<file path="src/rtl/alu_ctrl_issue.sv">
// rtl/alu_ctrl_issue.sv - RV32 ALU control decode with 2-entry skid-buffered issue
module alu_ctrl_issue #(
    parameter int DATA_W = 32
) (
    input  logic              clk_i,
    input  logic              rst_i,
    input  logic              flush_i,
    input  logic              in_valid_i,
    output logic              in_ready_o,
    input  logic [31:0]       instr_i,
    input  logic [DATA_W-1:0] rs1_data_i,
    input  logic [DATA_W-1:0] rs2_data_i,
    output logic              out_valid_o,
    input  logic              out_ready_i,
    output logic [2:0]        ALUCtrl_o,
    output logic [DATA_W-1:0] data1_o,
    output logic [DATA_W-1:0] data2_o,
    output logic              illegal_o,
    output logic [15:0]       issue_cnt_o
);

    localparam logic [2:0] ALU_ADD = 3'b000;
    localparam logic [2:0] ALU_SLL = 3'b001;
    localparam logic [2:0] ALU_MUL = 3'b010;
    localparam logic [2:0] ALU_XOR = 3'b100;
    localparam logic [2:0] ALU_SRA = 3'b101;
    localparam logic [2:0] ALU_SUB = 3'b110;
    localparam logic [2:0] ALU_AND = 3'b111;

    localparam logic [6:0] OP_REG    = 7'b0110011;
    localparam logic [6:0] OP_IMM    = 7'b0010011;
    localparam logic [6:0] OP_LOAD   = 7'b0000011;
    localparam logic [6:0] OP_STORE  = 7'b0100011;
    localparam logic [6:0] OP_BRANCH = 7'b1100011;

    logic [6:0] opcode;
    logic [2:0] funct3;
    logic [6:0] funct7;
    logic       unused_rs1_field;

    assign opcode = instr_i[6:0];
    assign funct3 = instr_i[14:12];
    assign funct7 = instr_i[31:25];
    // Register indices are resolved upstream; only their data arrives here.
    assign unused_rs1_field = ^instr_i[19:15];

    logic [2:0]        dec_ctrl;
    logic [DATA_W-1:0] dec_d1;
    logic [DATA_W-1:0] dec_d2;
    logic              dec_ill;

    // Decode the incoming instruction into ALU opcode and operands.
    always_comb begin
        dec_ctrl = ALU_ADD;
        dec_d1   = rs1_data_i;
        dec_d2   = rs2_data_i;
        dec_ill  = 1'b0;
        case (opcode)
            OP_REG: begin
                if (funct7 == 7'b0000000) begin
                    case (funct3)
                        3'b000:  dec_ctrl = ALU_ADD;
                        3'b001:  dec_ctrl = ALU_SLL;
                        3'b100:  dec_ctrl = ALU_XOR;
                        3'b111:  dec_ctrl = ALU_AND;
                        default: dec_ill  = 1'b1;
                    endcase
                end else if (funct7 == 7'b0100000 && funct3 == 3'b000) begin
                    dec_ctrl = ALU_SUB;
                end else if (funct7 == 7'b0000001 && funct3 == 3'b000) begin
                    dec_ctrl = ALU_MUL;
                end else begin
                    dec_ill = 1'b1;
                end
            end
            OP_IMM: begin
                if (funct3 == 3'b000) begin
                    dec_ctrl = ALU_ADD;
                    dec_d2   = {{20{instr_i[31]}}, instr_i[31:20]};
                end else if (funct3 == 3'b101 && funct7 == 7'b0100000) begin
                    dec_ctrl = ALU_SRA;
                    dec_d2   = {27'b0, instr_i[24:20]};
                end else begin
                    dec_ill = 1'b1;
                end
            end
            OP_LOAD: begin
                dec_ctrl = ALU_ADD;
                dec_d2   = {{20{instr_i[31]}}, instr_i[31:20]};
            end
            OP_STORE: begin
                dec_ctrl = ALU_ADD;
                dec_d2   = {{20{instr_i[31]}}, instr_i[31:25], instr_i[11:7]};
            end
            OP_BRANCH: begin
                dec_ctrl = ALU_SUB;
            end
            default: dec_ill = 1'b1;
        endcase
        if (dec_ill) begin
            dec_ctrl = ALU_ADD;
            dec_d1   = '0;
            dec_d2   = '0;
        end
    end

    logic              main_valid_q, main_valid_d;
    logic [2:0]        main_ctrl_q,  main_ctrl_d;
    logic [DATA_W-1:0] main_d1_q,    main_d1_d;
    logic [DATA_W-1:0] main_d2_q,    main_d2_d;
    logic              main_ill_q,   main_ill_d;
    logic              skid_valid_q, skid_valid_d;
    logic [2:0]        skid_ctrl_q,  skid_ctrl_d;
    logic [DATA_W-1:0] skid_d1_q,    skid_d1_d;
    logic [DATA_W-1:0] skid_d2_q,    skid_d2_d;
    logic              skid_ill_q,   skid_ill_d;
    logic [15:0]       cnt_q,        cnt_d;

    logic accept;
    logic issue;

    assign in_ready_o  = !skid_valid_q;
    assign accept      = in_valid_i & in_ready_o;
    assign issue       = main_valid_q & out_ready_i;

    assign out_valid_o = main_valid_q;
    assign ALUCtrl_o   = main_ctrl_q;
    assign data1_o     = main_d1_q;
    assign data2_o     = main_d2_q;
    assign illegal_o   = main_ill_q;
    assign issue_cnt_o = cnt_q;

    // Skid-buffer next state: refill main from skid first, then from input.
    always_comb begin
        main_valid_d = main_valid_q;
        main_ctrl_d  = main_ctrl_q;
        main_d1_d    = main_d1_q;
        main_d2_d    = main_d2_q;
        main_ill_d   = main_ill_q;
        skid_valid_d = skid_valid_q;
        skid_ctrl_d  = skid_ctrl_q;
        skid_d1_d    = skid_d1_q;
        skid_d2_d    = skid_d2_q;
        skid_ill_d   = skid_ill_q;
        cnt_d        = cnt_q;
        if (flush_i) begin
            main_valid_d = 1'b0;
            skid_valid_d = 1'b0;
        end else begin
            if (issue) begin
                cnt_d = cnt_q + 16'd1;
            end
            if (!main_valid_q || issue) begin
                if (skid_valid_q) begin
                    // in_ready_o is low here, so no new op competes for main.
                    main_valid_d = 1'b1;
                    main_ctrl_d  = skid_ctrl_q;
                    main_d1_d    = skid_d1_q;
                    main_d2_d    = skid_d2_q;
                    main_ill_d   = skid_ill_q;
                    skid_valid_d = 1'b0;
                end else if (accept) begin
                    main_valid_d = 1'b1;
                    main_ctrl_d  = dec_ctrl;
                    main_d1_d    = dec_d1;
                    main_d2_d    = dec_d2;
                    main_ill_d   = dec_ill;
                end else begin
                    main_valid_d = 1'b0;
                end
            end else if (accept) begin
                skid_valid_d = 1'b1;
                skid_ctrl_d  = dec_ctrl;
                skid_d1_d    = dec_d1;
                skid_d2_d    = dec_d2;
                skid_ill_d   = dec_ill;
            end
        end
    end

    // State registers; reset clears valids, payloads and the issue counter.
    always_ff @(posedge clk_i) begin
        if (rst_i) begin
            main_valid_q <= 1'b0;
            main_ctrl_q  <= ALU_ADD;
            main_d1_q    <= '0;
            main_d2_q    <= '0;
            main_ill_q   <= 1'b0;
            skid_valid_q <= 1'b0;
            skid_ctrl_q  <= ALU_ADD;
            skid_d1_q    <= '0;
            skid_d2_q    <= '0;
            skid_ill_q   <= 1'b0;
            cnt_q        <= '0;
        end else begin
            main_valid_q <= main_valid_d;
            main_ctrl_q  <= main_ctrl_d;
            main_d1_q    <= main_d1_d;
            main_d2_q    <= main_d2_d;
            main_ill_q   <= main_ill_d;
            skid_valid_q <= skid_valid_d;
            skid_ctrl_q  <= skid_ctrl_d;
            skid_d1_q    <= skid_d1_d;
            skid_d2_q    <= skid_d2_d;
            skid_ill_q   <= skid_ill_d;
            cnt_q        <= cnt_d;
        end
    end

endmodule

</file>
<file path="config.mk">
export PLATFORM = sky130hd
export DESIGN_NAME = alu_ctrl_issue
export DESIGN_NICKNAME = d
export VERILOG_FILES = /design/src/rtl/alu_ctrl_issue.sv
export SDC_FILE = /design/constraint.sdc
export NUM_CORES = 1
export LEC_CHECK = 0
export ABC_AREA = 1
export CAP_MARGIN = 20
export CORE_ASPECT_RATIO = 1.75
export CORE_MARGIN = 2
export CORE_UTILIZATION = 50
export CTS_CLUSTER_SIZE = 20
export DETAILED_ROUTE_END_ITERATION = 16
export PLACE_DENSITY = 0.81
export SYNTH_ARGS = -nofsm -noshare
export SYNTH_HDL_FRONTEND = slang
export SYNTH_SLANG_ARGS = --single-unit
</file>
<file path="constraint.sdc">
create_clock -name clk_i -period 2.13 [get_ports clk_i]
set_clock_uncertainty 0.2 [all_clocks]
set_input_delay 0.213 -clock clk_i [delete_from_list [all_inputs] [get_ports clk_i]]
set_output_delay 0.213 -clock clk_i [all_outputs]
set_load 0.01 [all_outputs]
</file>
# Word level (Yosys, flattened, before mapping)
# Index checks and enable logic that the tools add are counted.
totals:
  register_bits: 154
  inputBits: 101
  out_inout_bits: 86
  wordCells: 73
classes:
  add_sub_neg: 1
  n_eq_ne: 11
  mux: 30
  n_bitwise: 4
  n_reduce_logical: 16
op_table:
  columns: ["cell", "n"]
  rows:
  - ["32-bit 2-to-1 mux", 8]
  - ["32-bit case mux with 3 select lines", 1]
  - ["7-bit by 6-bit equality test with 1-bit output (second input constant)", 3]
  - ["3-bit 2-to-1 mux", 7]
  - ["3-bit case mux with 3 select lines", 2]
  - ["16-bit by 1-bit adder with 16-bit output (second input constant)", 1]
  - ["1-bit 2-to-1 mux", 10]
  - ["3-bit equality test (second input constant)", 3]
  - ["7-bit by 1-bit equality test with 1-bit output (second input constant)", 1]
  - ["7-bit by 2-bit equality test with 1-bit output (second input constant)", 1]
  - ["7-bit by 5-bit equality test with 1-bit output (second input constant)", 1]
  - ["7-bit equality test (second input constant)", 1]
  - ["7-bit logical NOT", 1]
  - ["3-bit AND reduction", 2]
  - ["3-bit OR reduction", 2]
  - ["4-bit OR reduction", 1]
  - ["3-bit by 1-bit equality test with 1-bit output (second input constant)", 1]
  - ["1-bit logical AND", 3]
  - ["3-bit logical NOT", 1]
  - ["1-bit case mux with 3 select lines", 1]
  - ["1-bit bitwise AND", 2]
  - ["1-bit logical NOT", 2]
  - ["2-bit 2-to-1 mux", 1]
  - ["1-bit NOT", 2]
  - ["4 further kinds", 4]

# Logic depth before layout (Yosys ltp)
depth:
  depth_word: 9
  mapped_depth: 14
  ltp_nobuf: 13

# Worst setup path before layout
# Ideal clock, no wire load.
synth_timing:
  path_kind: "reg2reg"
  startpoint: "register cnt_q[1], in the netlist issue_cnt_o[1]"
  endpoint: "register cnt_q[14], in the netlist issue_cnt_o[14]"
  setup_ns: 0.116
  arrival_time_ns: 1.521
  t_required_ns: 1.814
  path_slack_ns: 0.293
  path_stages_with_launch: 11
  n_path_buf: 0
  period_less_slack_ns: 1.837
  cell_sequence: "dfxtp_1 > ha_1 > inv_1 > nor2_1 > nand3_1 > nor2_1 > nand3_1 > nor2_1 > nand4_1 > o21ai_0 > nor2_1"
synth_via:
  elab_chain_len: 1
synth_lines:
  columns: ["element", "line_no", "rtl"]
  rows:
  - ["from (decl)", "117", "logic [15:0] cnt_q, cnt_d;"]
  - ["from (signal assigned)", "206", "cnt_q <= cnt_d;"]
  - ["16-bit by 1-bit adder with 16-bit output", "151", "cnt_d = cnt_q + 16'd1;"]
# Every way passes these cells.
# A chain may end at the register's enable or synchronous reset.

# Worst setup path in the final report
layout_timing:
  startpoint: "register skid_valid_q"
  endpoint: "output port in_ready_o"
layout_via:
  elab_chain_len: 1
layout_lines:
  columns: ["element", "line_no", "rtl"]
  rows:
  - ["from (decl)", "112", "logic skid_valid_q, skid_valid_d;"]
  - ["from (signal assigned)", "201", "skid_valid_q <= skid_valid_d;"]
  - ["1-bit logical NOT", "122", "assign in_ready_o = !skid_valid_q;"]
  - ["to (decl)", "9", "output logic in_ready_o,"]
# Every way passes these cells.

==> results.json <==
{
  "status": "finished, final reports clean",
  "ant_nets": 0,
  "via_per_inst": 5.23,
  "drt_iter0_markers": 451,
  "yosysTopAreaCell": "dfxtp_1",
  "rows": 59,
  "hold_depth": 3,
  "timing.final.ws_setup_ns": 0.0848,
  "placed_area_um2": 9900,
  "layout_min_cycle_time_ns": 2.05,
  "setup_violations": 0,
  "post-route-period-util_pct": 96.0,
  "hp-start": "rs1_data_i[25]",
  "syn2layout_area_growth_pct": 39.1,
  "detailedPlace.worstSlack_ns": -0.242,
  "cts_tree": "built",
  "synth.top_cell.area_share_pct": 40.6,
  "final_cell_area_um2": 10600,
  "syn_area_per_cell_um2": 6.32,
  "numCtsBuffers": 17,
  "drcViolationCount": 0,
  "hp-class": "input port to register",
  "slew_viol_final": 0,
  "synth_nets": 1304,
  "max_slew_margin_pct": 74.6,
  "ys_ff_latch": 154,
  "cp.required_ns": 1.72,
  "yosys_warnings": 0,
  "synth_common_cells": "nand2_1 (373), nor2_1 (194), dfxtp_1 (154)",
  "yosysMostFrequentCell": "nand2_1",
  "first_pass_iters": 7,
  "clk_latency_ns": 0.42,
  "synthCells": 1202,
  "gp_congestion": 0.911,
  "grt_max_degree": 77,
  "wirelength_um": 21800,
  "hold_viol": 0,
  "cp.arrival_ns": 1.63,
  "ios": 187,
  "holdPathEnd": "skid_d1_q[25]$_SDFFE_PP0P_",
  "ir_worst_vdd_uv": 656,
  "endpoint_kind": "output port",
  "grt_pass1_vias": 7914,
  "cellLeakagePower_uw": 0.00468,
  "synth_edf_count": 0,
  "nets": 1488,
  "root_buffer": "clkbuf_16",
  "post-cts-setup-buffer-count": 0,
  "post-dp-hpwl_um": 14300,
  "cp_max_fo": 11,
  "worstSetupPathType": "register to output port",
  "timing.rr.start": "issue_cnt_o[1]$_SDFFE_PP0P_",
  "drive_gt1_share_pct": 9.66,
  "rrSetupSlack_ns": 0.20,
  "die-area_um2": 16200,
  "syn_area_um2": 7590,
  "clock_path_buffers": 2,
  "pwr_density_cell_nw_per_um2": 637,
  "synth_area_leaders": "dfxtp_1 (41%), nand2_1 (18%), a21oi_1 (10%)",
  "antenna_found_initial": 2,
  "die_y_um": 167,
  "seq_area_frac_synth_pct": 40.6,
  "cts-htree-levels": 4,
  "io_buffers": 181,
  "reg2reg_depth": 11,
  "max_cap_violations": 0,
  "die_w_um": 97.2,
  "max_freq_ghz": 0.489,
  "coreArea_um2": 14800,
  "ys.flop_type": "dfxtp_1",
  "async_flop_share_pct": 0,
  "ys_types": 27,
  "grt_pass1_wl_um": 36000,
  "initial_utilization_pct": 51.2,
  "rr_endpoint": "issue_cnt_o[12]$_SDFFE_PP0P_",
  "route.vias.total": 8282,
  "grt.total_usage_pct": 26.6,
  "startpoint_type": "register",
  "grt_overflow": 0,
  "fillers": 1218,
  "routedWlPerCell_um": 13.8,
  "path_clk_slew_ns": 0.06,
  "worstMarginPinSlew_ns": 0.380,
  "clock_sinks": 154
}
-- area by class of cell --
class	count	area, um^2	area share, %
multi-input cells	893	3890	36.8
flip-flops and latches	154	3080	29.2
repair buffers	240	2420	22.9
clock buffers	18	439	4.16
inverters	80	308	2.92
well taps	183	229	2.17
clock inverters	13	185	1.75
diodes	2	5.00	0.0474
-- through the flow --
| stage | total power, uW | setup TNS (ns) | instances | hold slack (ns) | utilization [%] |
|---|---|---|---|---|---|
| floorplan | 3260 | 0 | 1202 | 0.119 | - |
| global route | 6960 | -0.00199 | 1583 | 0.187 | 71.2 |
| global placement | 3570 | -11.76 | 1549 | 0.251 | 66.7 |
| finish | 6720 | 0 | 1583 | 0.182 | 71.2 |
| CTS | 6770 | 0 | 1581 | 0.161 | 71.0 |
| detailed placement | 3570 | -18.10 | 1549 | 0.255 | 66.7 |
-- metal layers --
layer / track usage [%] / wire (um) / vias to the layer above / part of all wire, %
met5: 0 / 0 / - / 0
met4: 14.1 / 791 / 0 / 3.6
met3: 4.87 / 1080 / 55 / 5.0
met2: 48.4 / 11700 / 283 / 53
met1: 29.0 / 8280 / 3780 / 38
li1: - / - / 4164 / -
-- placed cells by master, fill, tap and decap left out, types with 2 or more instances in the layout --
cell             count
nor2_4               2
a21oi_1            151
nor3_1               2
bufinv_16            3
inv_6                3
nand3_2              8
nand2_1            373
buf_4               45
clkbuf_16           17
dfxtp_1            153
diode_2              2
or2_2               21
nand4_1              6
nand2_2              2
nand3_1             38
nor2_2               6
inv_8                2
clkdlybuf4s50_1    180
o21ai_1             18
buf_12              13
inv_1               76
o21a_1               4
o21ai_0             66
inv_2                2
nor2_1             191
clkinvlp_4           4
-- sequential cells by signal, summed over array words and instances, names as in the netlist --
| signal | cells |
|---|---|
| data1_o | 32 |
| data2_o | 32 |
| skid_d1_q | 32 |
| skid_d2_q | 32 |
| issue_cnt_o | 16 |
| ALUCtrl_o | 3 |
| skid_ctrl_q | 3 |
| illegal_o | 1 |
| out_valid_o | 1 |
| skid_ill_q | 1 |
| skid_valid_q | 1 |
-- critical path, stage by stage (launching register included) --
cell and delay [ns]:
dfxtp_1 0.50, clkinv_4 0.20, clkdlybuf4s50_1 0.52
-- power by group --
| part | leakage [uW] | switching, uW | internal, uW |
|---|---|---|---|
| logic | 0.00315 | 302 | 302 |
| registers | 0.00124 | 12.9 | 2900 |
| clock network | 0.000292 | 1290 | 1910 |
| total | 0.00468 | 1610 | 5110 |
-- kinds of logic (layout without fill, tap and decap cells) --
| kind of cell | count (synthesis) | count (layout) | share of synthesized area [%] |
|---|---|---|---|
| compound gates | 243 | 243 | 16.2 |
| fa+ha+maj | 1 | 1 | 0.165 |
| buf+inv | 155 | 351 | 8.40 |
| flops | 154 | 154 | 40.6 |
| other cells | 0 | 2 | 0 |
| simple gates | 649 | 649 | 34.6 |
-- worst max path at each step --
stage / endpoint / cells after the start / startpoint / slack [ns]
final: in_ready_o / 2 / skid_valid_q$_SDFFE_PP0P_ / 0.08
after detailed placement: data1_o[3]$_SDFFE_PP0P_ / 13 / instr_i[1] / -0.24
after CTS: in_ready_o / 2 / skid_valid_q$_SDFFE_PP0P_ / 0.07
after global placement: data1_o[1]$_SDFFE_PP0P_ / 13 / instr_i[0] / -0.16
after floorplan: issue_cnt_o[14]$_SDFFE_PP0P_ / 10 / issue_cnt_o[1]$_SDFFE_PP0P_ / 0.29
after global routing: data1_o[15]$_SDFFE_PP0P_ / 12 / instr_i[14] / -0.002
-- timing repair --
action                     CTS  global route
pin swaps                    0             0
hold endpoints to repair    19             0
hold buffers                 1             0
cloned                       0             0
setup endpoints to repair    1             8
gates resized for setup      1             6
Note: power is estimated with default switching activity, not from simulation.
